[src/rtl/sio_device_pkg.sv]
// Shared definitions for the SIO nibble-link remote device: frame layout,
// link symbols, state encoding and the CRC-16/USB nibble step.
package sio_device_pkg;

    typedef enum logic [2:0] {
        ST_IDLE,
        ST_RX,
        ST_CHECK,
        ST_RESP,
        ST_TX
    } state_t;

    localparam logic [3:0] NIB_IDLE  = 4'hF;
    localparam logic [3:0] NIB_START = 4'h0;
    localparam logic [2:0] IDLE_MIN  = 3'd4;

    // Receive frame nibble indices, relative to the start nibble at t=0
    localparam logic [6:0] T_DATA_FIRST  = 7'd1;
    localparam logic [6:0] T_DATA_LAST   = 7'd20;
    localparam logic [6:0] T_STREAM_LAST = 7'd24;
    localparam logic [6:0] T_CRC_LAST    = 7'd28;
    localparam logic [6:0] T_CHECK       = 7'd29;
    localparam logic [6:0] T_RESP_FIRST  = 7'd30;

    // Response nibble indices, relative to the response start nibble
    localparam logic [6:0] TX_STREAM = 7'd1;
    localparam logic [6:0] TX_RDATA  = 7'd5;
    localparam logic [6:0] TX_CRC    = 7'd13;
    localparam logic [6:0] TX_END    = 7'd17;

    localparam logic [11:0] NOP_ADDR        = 12'hFFF;
    localparam logic [31:0] RD_TIMEOUT_FILL = 32'hFFFF_FFFF;
    localparam logic [15:0] CRC_INIT        = 16'hFFFF;
    localparam logic [15:0] CRC_POLY_REFL   = 16'hA001;

    // Reflected CRC-16 (poly 0x8005), nibble bits consumed LSB first
    function automatic logic [15:0] crc16_nibble(input logic [15:0] crc, input logic [3:0] nib);
        logic [15:0] c;
        c = crc;
        for (int unsigned i = 0; i < 4; i++) begin
            if (c[0] ^ nib[i]) c = (c >> 1) ^ CRC_POLY_REFL;
            else               c = c >> 1;
        end
        return c;
    endfunction

endpackage

[src/rtl/crc_16_4_usb.sv]
// CRC-16/USB accumulator taking one nibble per cycle; the transmitted
// check value is the bitwise complement of the register.
module crc_16_4_usb
    import sio_device_pkg::*;
(
    input  logic        clk,
    input  logic        rst_n,
    input  logic        init,
    input  logic        en,
    input  logic [3:0]  d,
    output logic [15:0] crc
);

    always_ff @(posedge clk or negedge rst_n) begin
        if (!rst_n)    crc <= CRC_INIT;
        else if (init) crc <= CRC_INIT;
        else if (en)   crc <= crc16_nibble(crc, d);
    end

endmodule

[src/rtl/sio_device.sv]
// SIO link remote end: decodes a host frame, runs one register-bus command
// and returns stream word plus read data in the same frame period.
module sio_device
    import sio_device_pkg::*;
#(
    parameter int unsigned RESP_OFFSET = 32,
    parameter int unsigned RD_TIMEOUT  = 36
) (
    input  logic        c,
    input  logic        rn,
    input  logic [3:0]  rd,
    output logic [3:0]  td,
    output logic [11:0] bus_addr,
    output logic [63:0] bus_wdata,
    output logic        bus_we,
    output logic        bus_re,
    input  logic [31:0] bus_rdata,
    input  logic        bus_rvalid,
    input  logic [15:0] stream_out,
    output logic [15:0] stream_in,
    output logic [15:0] crc_failcount
);

    localparam logic [6:0] T_TX      = 7'(RESP_OFFSET);
    localparam logic [6:0] T_TIMEOUT = 7'(RD_TIMEOUT);

    state_t        state;
    logic [6:0]    t;
    logic [2:0]    idle_cnt;
    logic [107:0]  sh;
    logic [31:0]   rdata;
    logic          rdata_got;
    logic [15:0]   tx_stream;
    logic [15:0]   rx_crc;
    logic [15:0]   tx_crc;

    logic [111:0]  frame;
    logic          crc_good;
    logic          rx_start, rx_en, tx_init, tx_en;
    logic          cap_now;
    logic [31:0]   rdata_cur;
    logic [6:0]    k;
    logic [47:0]   payload;
    logic [15:0]   crc_out;
    logic [5:0]    pidx;
    logic [3:0]    cidx;
    logic [3:0]    tx_nib;

    always_comb begin
        frame    = {rd, sh};
        crc_good = (frame[111:96] == ~rx_crc);
        rx_start = (state == ST_IDLE) && (rd == NIB_START) && (idle_cnt >= IDLE_MIN);
        rx_en    = (state == ST_RX) && (t <= T_STREAM_LAST);
        cap_now  = (state == ST_RESP || state == ST_TX) && !rdata_got && bus_rvalid &&
                   (t >= T_RESP_FIRST) && (t <= T_TIMEOUT);
        // A strobe on the last accepted cycle must reach the first rdata nibble directly
        rdata_cur = cap_now ? bus_rdata : rdata;
        k         = t + 7'd1 - T_TX;
        payload   = {rdata_cur, (t == T_TX) ? stream_out : tx_stream};
        crc_out   = ~tx_crc;
        pidx      = 6'({k - TX_STREAM, 2'b00});
        cidx      = 4'({k - TX_CRC, 2'b00});
        tx_nib    = NIB_IDLE;
        if (k >= TX_STREAM && k < TX_CRC) tx_nib = payload[pidx +: 4];
        else if (k >= TX_CRC && k < TX_END) tx_nib = crc_out[cidx +: 4];
        tx_init   = (state == ST_RESP) && (t == T_TX - 7'd1);
        tx_en     = (state == ST_TX) && (k >= TX_STREAM) && (k < TX_CRC);
    end

    crc_16_4_usb u_crc_rx (
        .clk   (c),
        .rst_n (rn),
        .init  (rx_start),
        .en    (rx_en),
        .d     (rd),
        .crc   (rx_crc)
    );

    crc_16_4_usb u_crc_tx (
        .clk   (c),
        .rst_n (rn),
        .init  (tx_init),
        .en    (tx_en),
        .d     (tx_nib),
        .crc   (tx_crc)
    );

    always_ff @(posedge c or negedge rn) begin
        if (!rn) begin
            state         <= ST_IDLE;
            t             <= '0;
            idle_cnt      <= '0;
            sh            <= '0;
            rdata         <= '0;
            rdata_got     <= 1'b1;
            tx_stream     <= '0;
            td            <= NIB_IDLE;
            bus_addr      <= '0;
            bus_wdata     <= '0;
            bus_we        <= 1'b0;
            bus_re        <= 1'b0;
            stream_in     <= '0;
            crc_failcount <= '0;
        end else begin
            bus_we <= 1'b0;
            bus_re <= 1'b0;
            if (cap_now) begin
                rdata     <= bus_rdata;
                rdata_got <= 1'b1;
            end
            case (state)
                ST_IDLE: begin
                    td <= NIB_IDLE;
                    if (rx_start) begin
                        state    <= ST_RX;
                        t        <= T_DATA_FIRST;
                        idle_cnt <= '0;
                    end else if (rd == NIB_IDLE) begin
                        if (idle_cnt < IDLE_MIN) idle_cnt <= idle_cnt + 3'd1;
                    end else begin
                        idle_cnt <= '0;
                    end
                end
                ST_RX: begin
                    sh <= frame[111:4];
                    t  <= t + 7'd1;
                    // The frame is judged on the edge that consumes the last CRC nibble
                    if (t == T_CRC_LAST) begin
                        if (crc_good) begin
                            state     <= ST_CHECK;
                            stream_in <= frame[95:80];
                            bus_addr  <= frame[75:64];
                            bus_wdata <= frame[63:0];
                            if (frame[79]) begin
                                bus_we    <= (frame[75:64] != NOP_ADDR);
                                rdata     <= '0;
                                rdata_got <= 1'b1;
                            end else begin
                                bus_re    <= 1'b1;
                                rdata     <= RD_TIMEOUT_FILL;
                                rdata_got <= 1'b0;
                            end
                        end else begin
                            state         <= ST_IDLE;
                            idle_cnt      <= '0;
                            crc_failcount <= crc_failcount + 16'd1;
                        end
                    end
                end
                ST_CHECK: begin
                    state <= ST_RESP;
                    t     <= t + 7'd1;
                end
                ST_RESP: begin
                    t <= t + 7'd1;
                    if (tx_init) begin
                        td    <= NIB_START;
                        state <= ST_TX;
                    end
                end
                ST_TX: begin
                    t <= t + 7'd1;
                    if (t == T_TX) tx_stream <= stream_out;
                    td <= tx_nib;
                    if (k == TX_END) begin
                        state    <= ST_IDLE;
                        idle_cnt <= '0;
                    end
                end
                default: state <= ST_IDLE;
            endcase
        end
    end

endmodule

[config.mk]
export PLATFORM = sky130hd
export DESIGN_NAME = sio_device
export DESIGN_NICKNAME = d
export VERILOG_FILES = /design/src/rtl/sio_device_pkg.sv /design/src/rtl/crc_16_4_usb.sv /design/src/rtl/sio_device.sv
export SDC_FILE = /design/constraint.sdc
export NUM_CORES = 1
export LEC_CHECK = 0
export ABC_AREA = 1
export CAP_MARGIN = 20
export CORE_UTILIZATION = 55
export CTS_BUF_LIST = sky130_fd_sc_hd__clkbuf_2 sky130_fd_sc_hd__clkbuf_4 sky130_fd_sc_hd__clkbuf_8
export CTS_CLUSTER_DIAMETER = 80
export DETAILED_ROUTE_END_ITERATION = 10
export PLACE_DENSITY = 0.76
export SYNTH_ARGS = -nofsm -noshare
export SYNTH_HDL_FRONTEND = slang
export SYNTH_SLANG_ARGS = --single-unit
export TNS_END_PERCENT = 100
[constraint.sdc]
create_clock -name c -period 3.65 [get_ports c]
set_input_delay 0.9125 -clock c [delete_from_list [all_inputs] [get_ports c]]
set_output_delay 0.9125 -clock c [all_outputs]
set_load 0.05 [all_outputs]
==> flow_metrics.py <==
metrics = {
    "die": {
        "dieArea_sq_um": 27100,
        "io_pins": 169,
        "row_count": 59,
        "start_util": 0.559,
        "fp.dieH_um": 165,
        "die_width_um": 165,
        "fp.coreArea_sq_um": 26000,
    },
    "placement": {
        "hpwl_um": 22600,
        "port_buffers": 168,
        "dp.cells": 2117,
        "place_area_sq_um": 16700,
        "gp_congestion": 0.958,
    },
    "clock_network": {
        "root_buffer": "clkbuf_8",
        "path_clk_slew_ns": 0.06,
        "clock_latency_ns": 0.57,
        "cts_tree": "built",
        "clock_sinks": 316,
        "max-clock-path-buffers": 3,
        "cts_hold_buf": 0,
        "h-tree-depth": 2,
        "numCtsBuffers": 51,
    },
    "worst_setup_path": {
        "startpoint_type": "flop",
        "critPathRequiredTime_ns": 4.15,
        "critical_path_peak_fanout": 6,
        "cp-end-kind": "flop",
        "worstSetupPathType": "flop to flop",
        "cp.arrival_ns": 3.82,
        "worst_r2r_path_depth": 25,
    },
    "routing": {
        "drt_iter0_drc": 1092,
        "wl_met3_um": 1970,
        "via_per_inst": 5.22,
        "dr_total_vias": 11500,
        "drc": 0,
        "dr.max_layer_used": "met4",
        "routed-wl-met2_um": 15900,
        "route.layer.met1.wl_um": 14900,
        "drtAntennaViolNets": 0,
        "wl_per_cell_um": 15.2,
        "drt_pass1_iterations": 7,
        "wl_um": 33500,
    },
    "finish": {
        "final_cell_area_sq_um": 17800,
        "drive_above_1_share": 0.116,
        "fillerInstances": 2061,
        "final_cells": 2208,
        "areaGrowthSynthToFinish_pct": 22.2,
        "nets": 1898,
        "diodes": 0,
    },
    "synth": {
        "yosys_register_bits": 316,
        "syn-cell-area_sq_um": 14500,
        "yosysSeqAreaShare": 0.547,
        "synth_most_common_cell": "nand2_1",
        "synthCells": 1643,
        "yosys-top-cells-count": "515 x nand2_1, 279 x dfrtp_1, 217 x inv_1, 103 x nand3_1, 93 x mux2i_1",
        "async_flop_share": 1.00,
        "syn_avg_cell_area_sq_um": 8.85,
        "synth_largest_area_cell": "dfrtp_1",
        "synth_edf_count": 0,
        "ys_types": 52,
        "synth_area_leaders": "dfrtp_1 48%, nand2_1 13%, dfstp_2 6.7%, mux2i_1 6.4%, inv_1 5.6%",
        "synth_top_area_frac": 0.480,
        "synth.net_count": 1704,
        "synth_ff_type": "dfrtp_1",
        "ys_warn_count": 0,
    },
    "global_route": {
        "first_global_vias": 11200,
        "grt_antenna_before_repair": 0,
        "grt_start_max_net_pins": 104,
        "grt_pass1_wl_um": 55100,
        "grt_usage": 0.255,
        "grt_overflow": 0,
    },
    "power_and_ir_drop": {
        "peakVddDrop_mv": 0.398,
        "p_per_area_nw_per_um2": 441,
        "finalPower_mw": 7.84,
        "p_leak_nw": 10.4,
    },
    "worst_hold_path": {
        "hold_class": "primary input to asynchronous set/reset pin",
    },
    "sta": {
        "skew_ns": 0.0200,
        "fmax_mhz": 302,
        "post-route-period-util": 0.908,
        "worst_slew_pin_slew_ns": 1.05,
        "rsz0062_at_grt": "false",
        "whs_ns": 0.309,
        "timing_max_transition_violations_final": 0,
        "fin_crit_ns": 3.31,
        "setup_viol": 0,
        "setup_tns_ns": 0,
        "final_hold_viol_count": 0,
        "maxSlewHeadroom": 0.302,
    },
    "flow_run": {
        "drv_cap": 0,
    },
    "run_status": {
        "status": "finished clean",
    },
}
per-stage QoR:
stage | setup slack (ns) | util
6_report | 0.335 | 0.683
5_1_grt | 0.0292 | 0.683
4_1_cts | 0.241 | 0.682
3_5_place_dp | 0.0335 | 0.641
3_3_place_gp | 0.0818 | 0.641
2_1_floorplan | 0.788 | -
layout by cell type, fill, tap and decap left out, types with 8 or more instances in the layout:
cell type and n:
nand2_1 514, dfrtp_1 277, inv_1 216, clkdlybuf4s50_1 167, nand3_1 102, mux2i_1 93
nor2_1 67, clkbuf_8 64, o21ai_0 62, dfstp_2 37, buf_4 29, a21oi_1 22
clkbuf_4 22, xnor2_1 17, xor2_1 16, a22oi_1 15, nand2_2 13, o22ai_1 12
nand4_1 11, nor3_1 10, inv_2 8, nor4_1 8
metal layers:
layer  up-vias  GRT usage
li1       5587          -
met1      5526      0.352
met2       356      0.412
met3        64     0.0457
met4         0     0.0759
met5         -          0
layout make-up:
| cell class | count | area (sq um) | area share |
|---|---|---|---|
| clock buffers | 86 | 1050 | 0.0589 |
| clock inverters | 3 | 26.3 | 0.00148 |
| inverters | 227 | 853 | 0.0481 |
| multi-input cells | 1039 | 5450 | 0.307 |
| flip-flops and latches | 316 | 7960 | 0.448 |
| well taps | 335 | 419 | 0.0236 |
| repair buffers | 202 | 2000 | 0.113 |
where the power goes:
| part | switching [mW] | internal, mW |
|---|---|---|
| clock network | 1.35 | 1.79 |
| registers | 0.0964 | 3.76 |
| logic | 0.526 | 0.310 |
| total | 1.97 | 5.87 |
state kept, by name, indices dropped and copies added, names as in the netlist:
name           cells
bus_wdata         64
td                 4
rdata             32
crc_failcount     16
stream_in         16
u_crc_rx.crc      16
bus_we             1
state              3
t                  7
rdata_got          1
idle_cnt           3
sh               108
bus_re             1
bus_addr          12
u_crc_tx.crc      16
tx_stream         16
cell families after synthesis:
kind of cell | synth area share
simple gates | 0.222
flops | 0.547
buf+inv | 0.0798
compound gates | 0.0588
mux | 0.0648
xor+xnor | 0.0221
fa+ha+maj | 0.00517
final timing paths:
check,startpoint,end,slack [ns]
hold / removal,rn,bus_wdata[23],0.31
hold reg to reg,sh[78],sh[78],0.48
min in group c,sh[78],sh[78],0.48
setup / recovery,t[0],u_crc_tx.crc[0],0.34
max in group asynchronous,rn,u_crc_tx.crc[10],2.37
setup reg to reg,t[0],u_crc_tx.crc[0],0.34
critical path, stage by stage, from the launching register on:
cell and delay, ns:
dfrtp_2 0.44, ha_1 0.23, nand2_4 0.07, inv_2 0.09, nand3_2 0.08, nor2_1 0.12, xor2_1 0.16, inv_1 0.11
ha_1 0.23, inv_1 0.09, o21ai_1 0.13, a31oi_2 0.27, nand2_2 0.12, buf_4 0.16, nand3_2 0.11, nand2_2 0.08
nand2_1 0.07, nand2_2 0.07, nand2_1 0.09, nand3_2 0.11, nand2_2 0.12, nand2_1 0.07, nand3_1 0.07, nand3_1 0.08
nand2_1 0.06, inv_1 0.04
timing repair:
action / in CTS / in global routing
buffers inserted: 0 / 2
resized for setup: 0 / 4
endpoints found under the setup margin: 0 / 3
(Power assumes the default switching activity.)
